## src/rtl/cla_pkg.sv

```systemverilog
// Shared constants and constant functions for the pipelined CLA adder/subtractor.
// Saturation limits are built at a fixed maximum width and sliced by the user.
package cla_pkg;

   localparam logic        OP_ADD    = 1'b0;
   localparam logic        OP_SUB    = 1'b1;
   localparam int unsigned CLA_MAX_W = 256;

   function automatic int unsigned ngrp(input int unsigned width, input int unsigned grp);
      return (width + grp - 32'd1) / grp;
   endfunction

   function automatic logic [CLA_MAX_W-1:0] sat_max(input int unsigned width);
      logic [CLA_MAX_W-1:0] v;
      v = '0;
      for (int unsigned i = 0; i < CLA_MAX_W; i++) begin
         if (i + 32'd1 < width) begin
            v[i] = 1'b1;
         end else begin
            v[i] = 1'b0;
         end
      end
      return v;
   endfunction

   function automatic logic [CLA_MAX_W-1:0] sat_min(input int unsigned width);
      logic [CLA_MAX_W-1:0] v;
      v = '0;
      v[width - 32'd1] = 1'b1;
      return v;
   endfunction

endpackage

```

## src/rtl/cla_group.sv

```systemverilog
// Combinational W-bit carry-lookahead group: group generate/propagate and
// both candidate sums (carry-in 0 and carry-in 1) for later carry-select.
module cla_group
   import cla_pkg::*;
#(
   parameter int unsigned W = 4
) (
   input  logic [W-1:0] i_a,
   input  logic [W-1:0] i_b,
   output logic         o_g,
   output logic         o_p,
   output logic [W-1:0] o_sum0,
   output logic [W-1:0] o_sum1
);

   logic [W-1:0] w_g;
   logic [W-1:0] w_p;
   logic [W:0]   w_c0;
   logic [W:0]   w_c1;
   logic         w_pp;
   logic         w_term;

   // Flattened lookahead: each carry is an OR of generate terms gated by the
   // propagate run above it, plus the full propagate run for the cin=1 case.
   always_comb begin
      w_g    = i_a & i_b;
      w_p    = i_a ^ i_b;
      w_c0   = '0;
      w_c1   = '0;
      w_pp   = 1'b1;
      w_term = 1'b0;
      w_c1[0] = 1'b1;
      for (int i = 1; i <= int'(W); i++) begin
         w_pp   = 1'b1;
         w_term = 1'b0;
         for (int j = i - 1; j >= 0; j--) begin
            w_term = w_term | (w_g[j] & w_pp);
            w_pp   = w_pp & w_p[j];
         end
         w_c0[i] = w_term;
         w_c1[i] = w_term | w_pp;
      end
   end

   assign o_g    = w_c0[W];
   assign o_p    = &w_p;
   assign o_sum0 = w_p ^ w_c0[W-1:0];
   assign o_sum1 = w_p ^ w_c1[W-1:0];

endmodule

```

## src/rtl/cla_addsub_pipe.sv

```systemverilog
// Two-stage pipelined carry-lookahead adder/subtractor with optional signed
// saturation, status flags and a valid/ready handshake with backpressure.
module cla_addsub_pipe
   import cla_pkg::*;
#(
   parameter int unsigned WIDTH = 20,
   parameter int unsigned GRP   = 4
) (
   input  logic             clk,
   input  logic             rst,
   input  logic             flush,
   input  logic             in_valid,
   output logic             in_ready,
   input  logic [WIDTH-1:0] a,
   input  logic [WIDTH-1:0] b,
   input  logic             op,
   input  logic             sat,
   output logic             out_valid,
   input  logic             out_ready,
   output logic [WIDTH-1:0] res,
   output logic             cout,
   output logic             ovf,
   output logic             zero
);

   localparam int unsigned NGRP = ngrp(WIDTH, GRP);
   localparam int unsigned MSB  = WIDTH - 32'd1;
   localparam logic [CLA_MAX_W-1:0] SAT_MAX_FULL = sat_max(WIDTH);
   localparam logic [CLA_MAX_W-1:0] SAT_MIN_FULL = sat_min(WIDTH);
   localparam logic [WIDTH-1:0]     SAT_MAX      = SAT_MAX_FULL[WIDTH-1:0];
   localparam logic [WIDTH-1:0]     SAT_MIN      = SAT_MIN_FULL[WIDTH-1:0];

   logic [WIDTH-1:0] w_bx;
   logic [NGRP-1:0]  w_g;
   logic [NGRP-1:0]  w_p;
   logic [WIDTH-1:0] w_sum0;
   logic [WIDTH-1:0] w_sum1;
   logic             w_accept;
   logic             w_s2_free;
   logic             w_s2_load;

   logic             r_s1_valid;
   logic [NGRP-1:0]  r_s1_g;
   logic [NGRP-1:0]  r_s1_p;
   logic [WIDTH-1:0] r_s1_sum0;
   logic [WIDTH-1:0] r_s1_sum1;
   logic             r_s1_op;
   logic             r_s1_sat;
   logic             r_s1_amsb;
   logic             r_s1_bmsb;

   logic             r_s2_valid;
   logic [WIDTH-1:0] r_res;
   logic             r_cout;
   logic             r_ovf;
   logic             r_zero;

   logic [NGRP:0]    w_gc;
   logic [WIDTH-1:0] w_raw;
   logic [WIDTH-1:0] w_res;
   logic             w_cout;
   logic             w_ovf;
   logic             w_zero;
   logic             w_pp;
   logic             w_term;

   // Subtraction reuses the adder: invert B here, carry-in comes from op in stage 2.
   assign w_bx = b ^ {WIDTH{op}};

   genvar k;
   generate
      for (k = 0; k < NGRP; k++) begin : g_grp
         localparam int unsigned LO = k * GRP;
         localparam int unsigned GW = (k == NGRP - 1) ? (WIDTH - LO) : GRP;
         cla_group #(.W(GW)) u_grp (
            .i_a    (a[LO +: GW]),
            .i_b    (w_bx[LO +: GW]),
            .o_g    (w_g[k]),
            .o_p    (w_p[k]),
            .o_sum0 (w_sum0[LO +: GW]),
            .o_sum1 (w_sum1[LO +: GW])
         );
      end
   endgenerate

   assign w_s2_free = ~r_s2_valid | out_ready;
   assign in_ready  = (~r_s1_valid | w_s2_free) & ~flush;
   assign w_accept  = in_valid & in_ready;
   assign w_s2_load = r_s1_valid & w_s2_free & ~flush;

   // Stage 2 combinational: group-carry lookahead, carry-select, flags, clamp.
   always_comb begin
      w_gc    = '0;
      w_gc[0] = r_s1_op;
      w_pp    = 1'b1;
      w_term  = 1'b0;
      for (int i = 1; i <= int'(NGRP); i++) begin
         w_pp   = 1'b1;
         w_term = 1'b0;
         for (int j = i - 1; j >= 0; j--) begin
            w_term = w_term | (r_s1_g[j] & w_pp);
            w_pp   = w_pp & r_s1_p[j];
         end
         w_gc[i] = w_term | (w_pp & r_s1_op);
      end
      for (int i = 0; i < int'(WIDTH); i++) begin
         if (w_gc[i / int'(GRP)]) begin
            w_raw[i] = r_s1_sum1[i];
         end else begin
            w_raw[i] = r_s1_sum0[i];
         end
      end
      w_ovf  = (r_s1_amsb == r_s1_bmsb) && (w_raw[MSB] != r_s1_amsb);
      w_cout = w_gc[NGRP] ^ r_s1_op;
      if (r_s1_sat && w_ovf) begin
         w_res = r_s1_amsb ? SAT_MIN : SAT_MAX;
      end else begin
         w_res = w_raw;
      end
      w_zero = (w_res == '0);
   end

   // Stage 1 register: per-group lookahead terms plus sign bits and controls.
   always_ff @(posedge clk or posedge rst) begin
      if (rst) begin
         r_s1_valid <= 1'b0;
         r_s1_g     <= '0;
         r_s1_p     <= '0;
         r_s1_sum0  <= '0;
         r_s1_sum1  <= '0;
         r_s1_op    <= 1'b0;
         r_s1_sat   <= 1'b0;
         r_s1_amsb  <= 1'b0;
         r_s1_bmsb  <= 1'b0;
      end else begin
         if (flush) begin
            r_s1_valid <= 1'b0;
         end else if (w_accept) begin
            r_s1_valid <= 1'b1;
         end else if (w_s2_free) begin
            r_s1_valid <= 1'b0;
         end else begin
            r_s1_valid <= r_s1_valid;
         end
         if (w_accept) begin
            r_s1_g    <= w_g;
            r_s1_p    <= w_p;
            r_s1_sum0 <= w_sum0;
            r_s1_sum1 <= w_sum1;
            r_s1_op   <= op;
            r_s1_sat  <= sat;
            r_s1_amsb <= a[MSB];
            r_s1_bmsb <= w_bx[MSB];
         end
      end
   end

   // Stage 2 register: the output holding stage, frozen while stalled.
   always_ff @(posedge clk or posedge rst) begin
      if (rst) begin
         r_s2_valid <= 1'b0;
         r_res      <= '0;
         r_cout     <= 1'b0;
         r_ovf      <= 1'b0;
         r_zero     <= 1'b0;
      end else begin
         if (flush) begin
            r_s2_valid <= 1'b0;
         end else if (w_s2_free) begin
            r_s2_valid <= r_s1_valid;
         end else begin
            r_s2_valid <= r_s2_valid;
         end
         if (w_s2_load) begin
            r_res  <= w_res;
            r_cout <= w_cout;
            r_ovf  <= w_ovf;
            r_zero <= w_zero;
         end
      end
   end

   assign out_valid = r_s2_valid;
   assign res       = r_res;
   assign cout      = r_cout;
   assign ovf       = r_ovf;
   assign zero      = r_zero;

endmodule
```

## config.mk

```make
export PLATFORM = sky130hd
export DESIGN_NAME = cla_addsub_pipe
export DESIGN_NICKNAME = d
export VERILOG_FILES = /design/src/rtl/cla_pkg.sv /design/src/rtl/cla_group.sv /design/src/rtl/cla_addsub_pipe.sv
export SDC_FILE = /design/constraint.sdc
export NUM_CORES = 1
export LEC_CHECK = 0
export ABC_AREA = 1
export BUFFER_PORTS_ARGS = -buffer_cell sky130_fd_sc_hd__buf_2
export CORE_MARGIN = 2
export CORE_UTILIZATION = 52
export DETAILED_ROUTE_END_ITERATION = 8
export HOLD_SLACK_MARGIN = 0.02
export PLACE_DENSITY = 0.77
export SYNTH_ARGS = -nofsm -noshare
export SYNTH_HDL_FRONTEND = slang
export SYNTH_SLANG_ARGS = --single-unit
```

## constraint.sdc

```tcl
create_clock -name clk -period 2.3 [get_ports clk]
set_input_delay 0.46 -clock clk [delete_from_list [all_inputs] [get_ports clk]]
set_output_delay 0.46 -clock clk [all_outputs]
set_load 0.1 [all_outputs]
```

==> summary.md <==
Entering global routing, the biggest net connects 54 pins. Of the post-synthesis cell area, the dominant cell type holds 43.43%. The slowest stage cell on the critical path was buf_2. Once detail routing completed, the nets flagged for antenna violations numbered 0.

Initial antenna violation count: 0. The largest single stage delay on the critical path is 0.41 ns. The logs give 1.84 ns for the endpoint required time on the critical path and 0.8539 for the final weighted congestion in routability-driven placement. The max-slew violation count came out at 0.

Among all flip-flop cells after synthesis, the most frequent one is dfrtp_1. The critical path goes through inv_1 -> nor2_1 -> nand2_1 -> nand2_1 -> inv_1 -> buf_2. The logs give 641 for the post-synthesis net count and 3 for the count of H-tree levels built during CTS.

Global routing used 22.67% of the available tracks across all layers. The layout filler cell count was 778. The first detailed-routing pass took 5 iterations. The run gives 58.95% as the relative slew slack.

For this run, design rule violations remaining after detail routing come to 0. The static leakage was 2.751 nW; the post-route cell area was 0.005310 sq mm. The number of hold buffers added after CTS was 0. The logs give 393.7 uV for the peak supply drop and 10030 microns for the total detailed-routing wirelength. In this run the cell area of the synthesized design comes to 0.004552 sq mm. The synthesized netlist contains 34 unique library cells.

Once the clock tree was built, the resizer swapped 0 gates to a different size. The cell count after synthesis came out at 564. The number of clock buffers added by TritonCTS is 9. The clock tree root buffer cell was clkbuf_8. For this run, the post-layout net count is 712. Setup violations remaining at the end of the flow were counted as 0. From synthesis to final layout, the design area changed by 16.66%. The tools report the max-cap check violation count as 0. The run gives 2 as the deepest clock path buffer count.

In this run the tool buffered the top-level ports with 71 buffer cells. Library cell with the largest summed area after synthesis: dfrtp_1. The number of antenna diodes in the final layout is 0.

The clock-pin slew reported for the worst setup and hold paths after clock tree synthesis is 0.08 ns, and the fraction of final layout cells sized beyond drive strength 1 is 17.19%. A synthesized cell averages 8.071 sq um. Setup repair after global routing left no endpoint under its margin. The type of the most critical hold path was input port to async pin.

The run gives 0.008593 sq mm as the core box area. The multi-input logic area is 0.002258 sq mm. The tools report the number of global-route vias before repair as 3804.

The maximum frequency from static timing analysis is 0.5192 GHz. TritonCTS built the clock tree. The number of setup buffers added after CTS is 0. The tools report the kind of capture point of the worst setup path as an output pin. The flow ran to the end, and the final reports show no timing, DRC or antenna violations. The share of the clock period used by the worst path after layout is 83.75%. The chip height was 97.56 microns; the number of buffers and inverters on the critical path was 3. At the pin with the least slew margin, the transition time is 0.6145 ns. The sequential element share of the synthesized area is 43.43%, and the area of the die is 0.009518 sq mm. The detailed router finished its first iteration with 166 violations.

Yosys mapped a number of flops with a built-in enable equal to 0. The worst setup path is launched from a flip-flop. The run gives 72 as the I/O pin count.

Summed over all nets, the half-perimeter wirelength after detailed placement is 7471 microns. Once placement finished, the instance area stood at 0.005064 sq mm. Count of standard-cell rows: 34. Measured along the x axis, the die boundary spans 97.56 microns. The largest driver fanout on the critical path was 2. Clock latency on the worst-skew pair, taken at its later pin, is 0.36 ns.

The count of synthesis-stage warnings from yosys came out at 0. The hold violation count in the final report is 0, and the power density relative to cell area is 1023 mW/mm^2. The tools report the wire length of the first global-routing pass as 17400 microns. The tools report the clock tree skew after final layout as 0.01002 ns. In this run, synthesis produced a sequential element count of 79.

Dividing the detail-routed via count by the number of cells gives 5.159. The time the worst path needs with I/O delays and setup was 1.926 ns. The category of the critical setup timing path was flip-flop to output pin. Registers take 0.001977 sq mm.

Of all flip-flops after synthesis, the portion carrying an async set or reset was 100.0%. For this run the aggregate overflow at the end of global routing stands at 0. The family with the most delay on the worst path is buffers and inverters. In the post-synthesis netlist, the biggest area contributors are dfrtp_1, nand2_1, ha_1. The detail-routed net length per standard cell came out at 13.41 microns.

The logs give 52.97% for the initial core utilization and 0 ns for the setup TNS after final layout. Clock tree synthesis found a total of 79 sinks. The commonest cells after synthesis are nand2_1, dfrtp_1, inv_1. The tools report the data arrival time of the critical path as 1.47 ns. Yosys instantiated no cell more often than nand2_1.

The detailed router placed 3859 vias in this run.
## power by group
part	leakage (nW)	total (mW)	switching, mW	internal, mW
sequential	0.948	1.87	0.165	1.71
combinational	1.69	2.30	1.76	0.544
clock	0.116	1.26	0.513	0.751
total	2.75	5.43	2.43	3.00
## worst reg2reg max path: stages, from the launching register on
cell	delay, ns
dfrtp_1	0.44
nand2_2	0.11
nor2_1	0.05
nor2_2	0.19
nand2_4	0.13
nand2_4	0.10
nand2_4	0.06
nand3_4	0.17
nand2_1	0.10
nor2_1	0.16
nand3_1	0.10
nor2_1	0.11
nand2_1	0.06
nand2_1	0.06
## cells by family after synthesis
| group | Yosys count | share of synthesized area (%) |
|---|---|---|
| adders and majority gates | 30 | 9.071 |
| DFF | 79 | 43.43 |
| AOI/OAI and AO/OA | 102 | 12.29 |
| buffers and inverters | 82 | 7.009 |
| and+or+nand+nor | 239 | 22.05 |
| xor gates and xnor gates | 32 | 6.157 |
## stage by stage
step	hold slack, ns	worst slack (ns)	cells	total power, mW	utilization [%]
after CTS	0.1814	0.3610	748	5.448	61.79
after global placement	0.4525	0.2100	732	4.120	58.93
final	0.1579	0.3738	748	5.434	61.79
after global routing	0.1868	0.07769	748	5.748	61.79
after floorplan	0.4367	0.01764	564	3.706	-
after detailed placement	0.4678	0.06878	732	4.190	58.93
## final timing paths
check	startpoint	to	slack [ns]	depth (start not counted)
min in group clk	flush	r_s1_valid	0.29	2
min reg2reg	r_s1_sum0[1]	r_s1_sum0[1]	0.49	2
max	out_valid	in_ready	0.37	6
max in group asynchronous	rst	res[15]	1.51	3
min	rst	out_valid	0.16	2
max reg2reg	r_s1_p[2]	zero	0.39	13
## state kept, by name, summed over array words and instances, names as in the netlist
name / flops
r_s1_p: 5
r_s1_g: 5
r_s1_sat: 1
r_s1_valid: 1
out_valid: 1
cout: 1
ovf: 1
r_s1_sum0: 20
zero: 1
r_s1_bmsb: 1
r_s1_amsb: 1
r_s1_op: 1
res: 20
r_s1_sum1: 20
## cell usage in the layout, fill, tap and decap left out, types with 3 or more instances in the layout
cell type   netlist  routed
buf_4             0       5
buf_12            0       3
a22oi_1           3       3
ha_1             25      25
o21ai_0          54      54
o21ai_1           4       4
nand2_4           4       4
buf_2             3      71
xor2_1           26      26
clkbuf_8          0      10
a21oi_1          26      26
o21a_1            5       5
bufinv_16         0       3
nor2_1           56      55
nand3_1          24      24
inv_1            62      61
fa_1              5       5
nand2_1         144     144
dfrtp_1          79      79
o31ai_1           4       4
nor2_2            3       4
clkinvlp_4        0       3
xnor2_1           6       6
## cell type report
class | count | area share, %
repair buffers | 79 | 8.530
clock inverters | 5 | 1.979
well taps | 108 | 2.545
multi-input cells | 403 | 42.53
clock buffers | 11 | 2.663
inverters | 63 | 4.524
flip-flops and latches | 79 | 37.23
## routing by layer
| layer | wire length, microns | share of wire, % | up-vias | GRT usage [%] |
|---|---|---|---|---|
| met2 | 4888 | 49 | 89 | 37.35 |
| met4 | 203 | 2.0 | 0 | 10.47 |
| met1 | 4517 | 45 | 1820 | 29.83 |
| met3 | 424 | 4.2 | 18 | 3.022 |
| li1 | - | - | 1932 | - |
| met5 | 0 | 0 | - | 0 |
No activity file was read; power rests on OpenSTA's default activity.
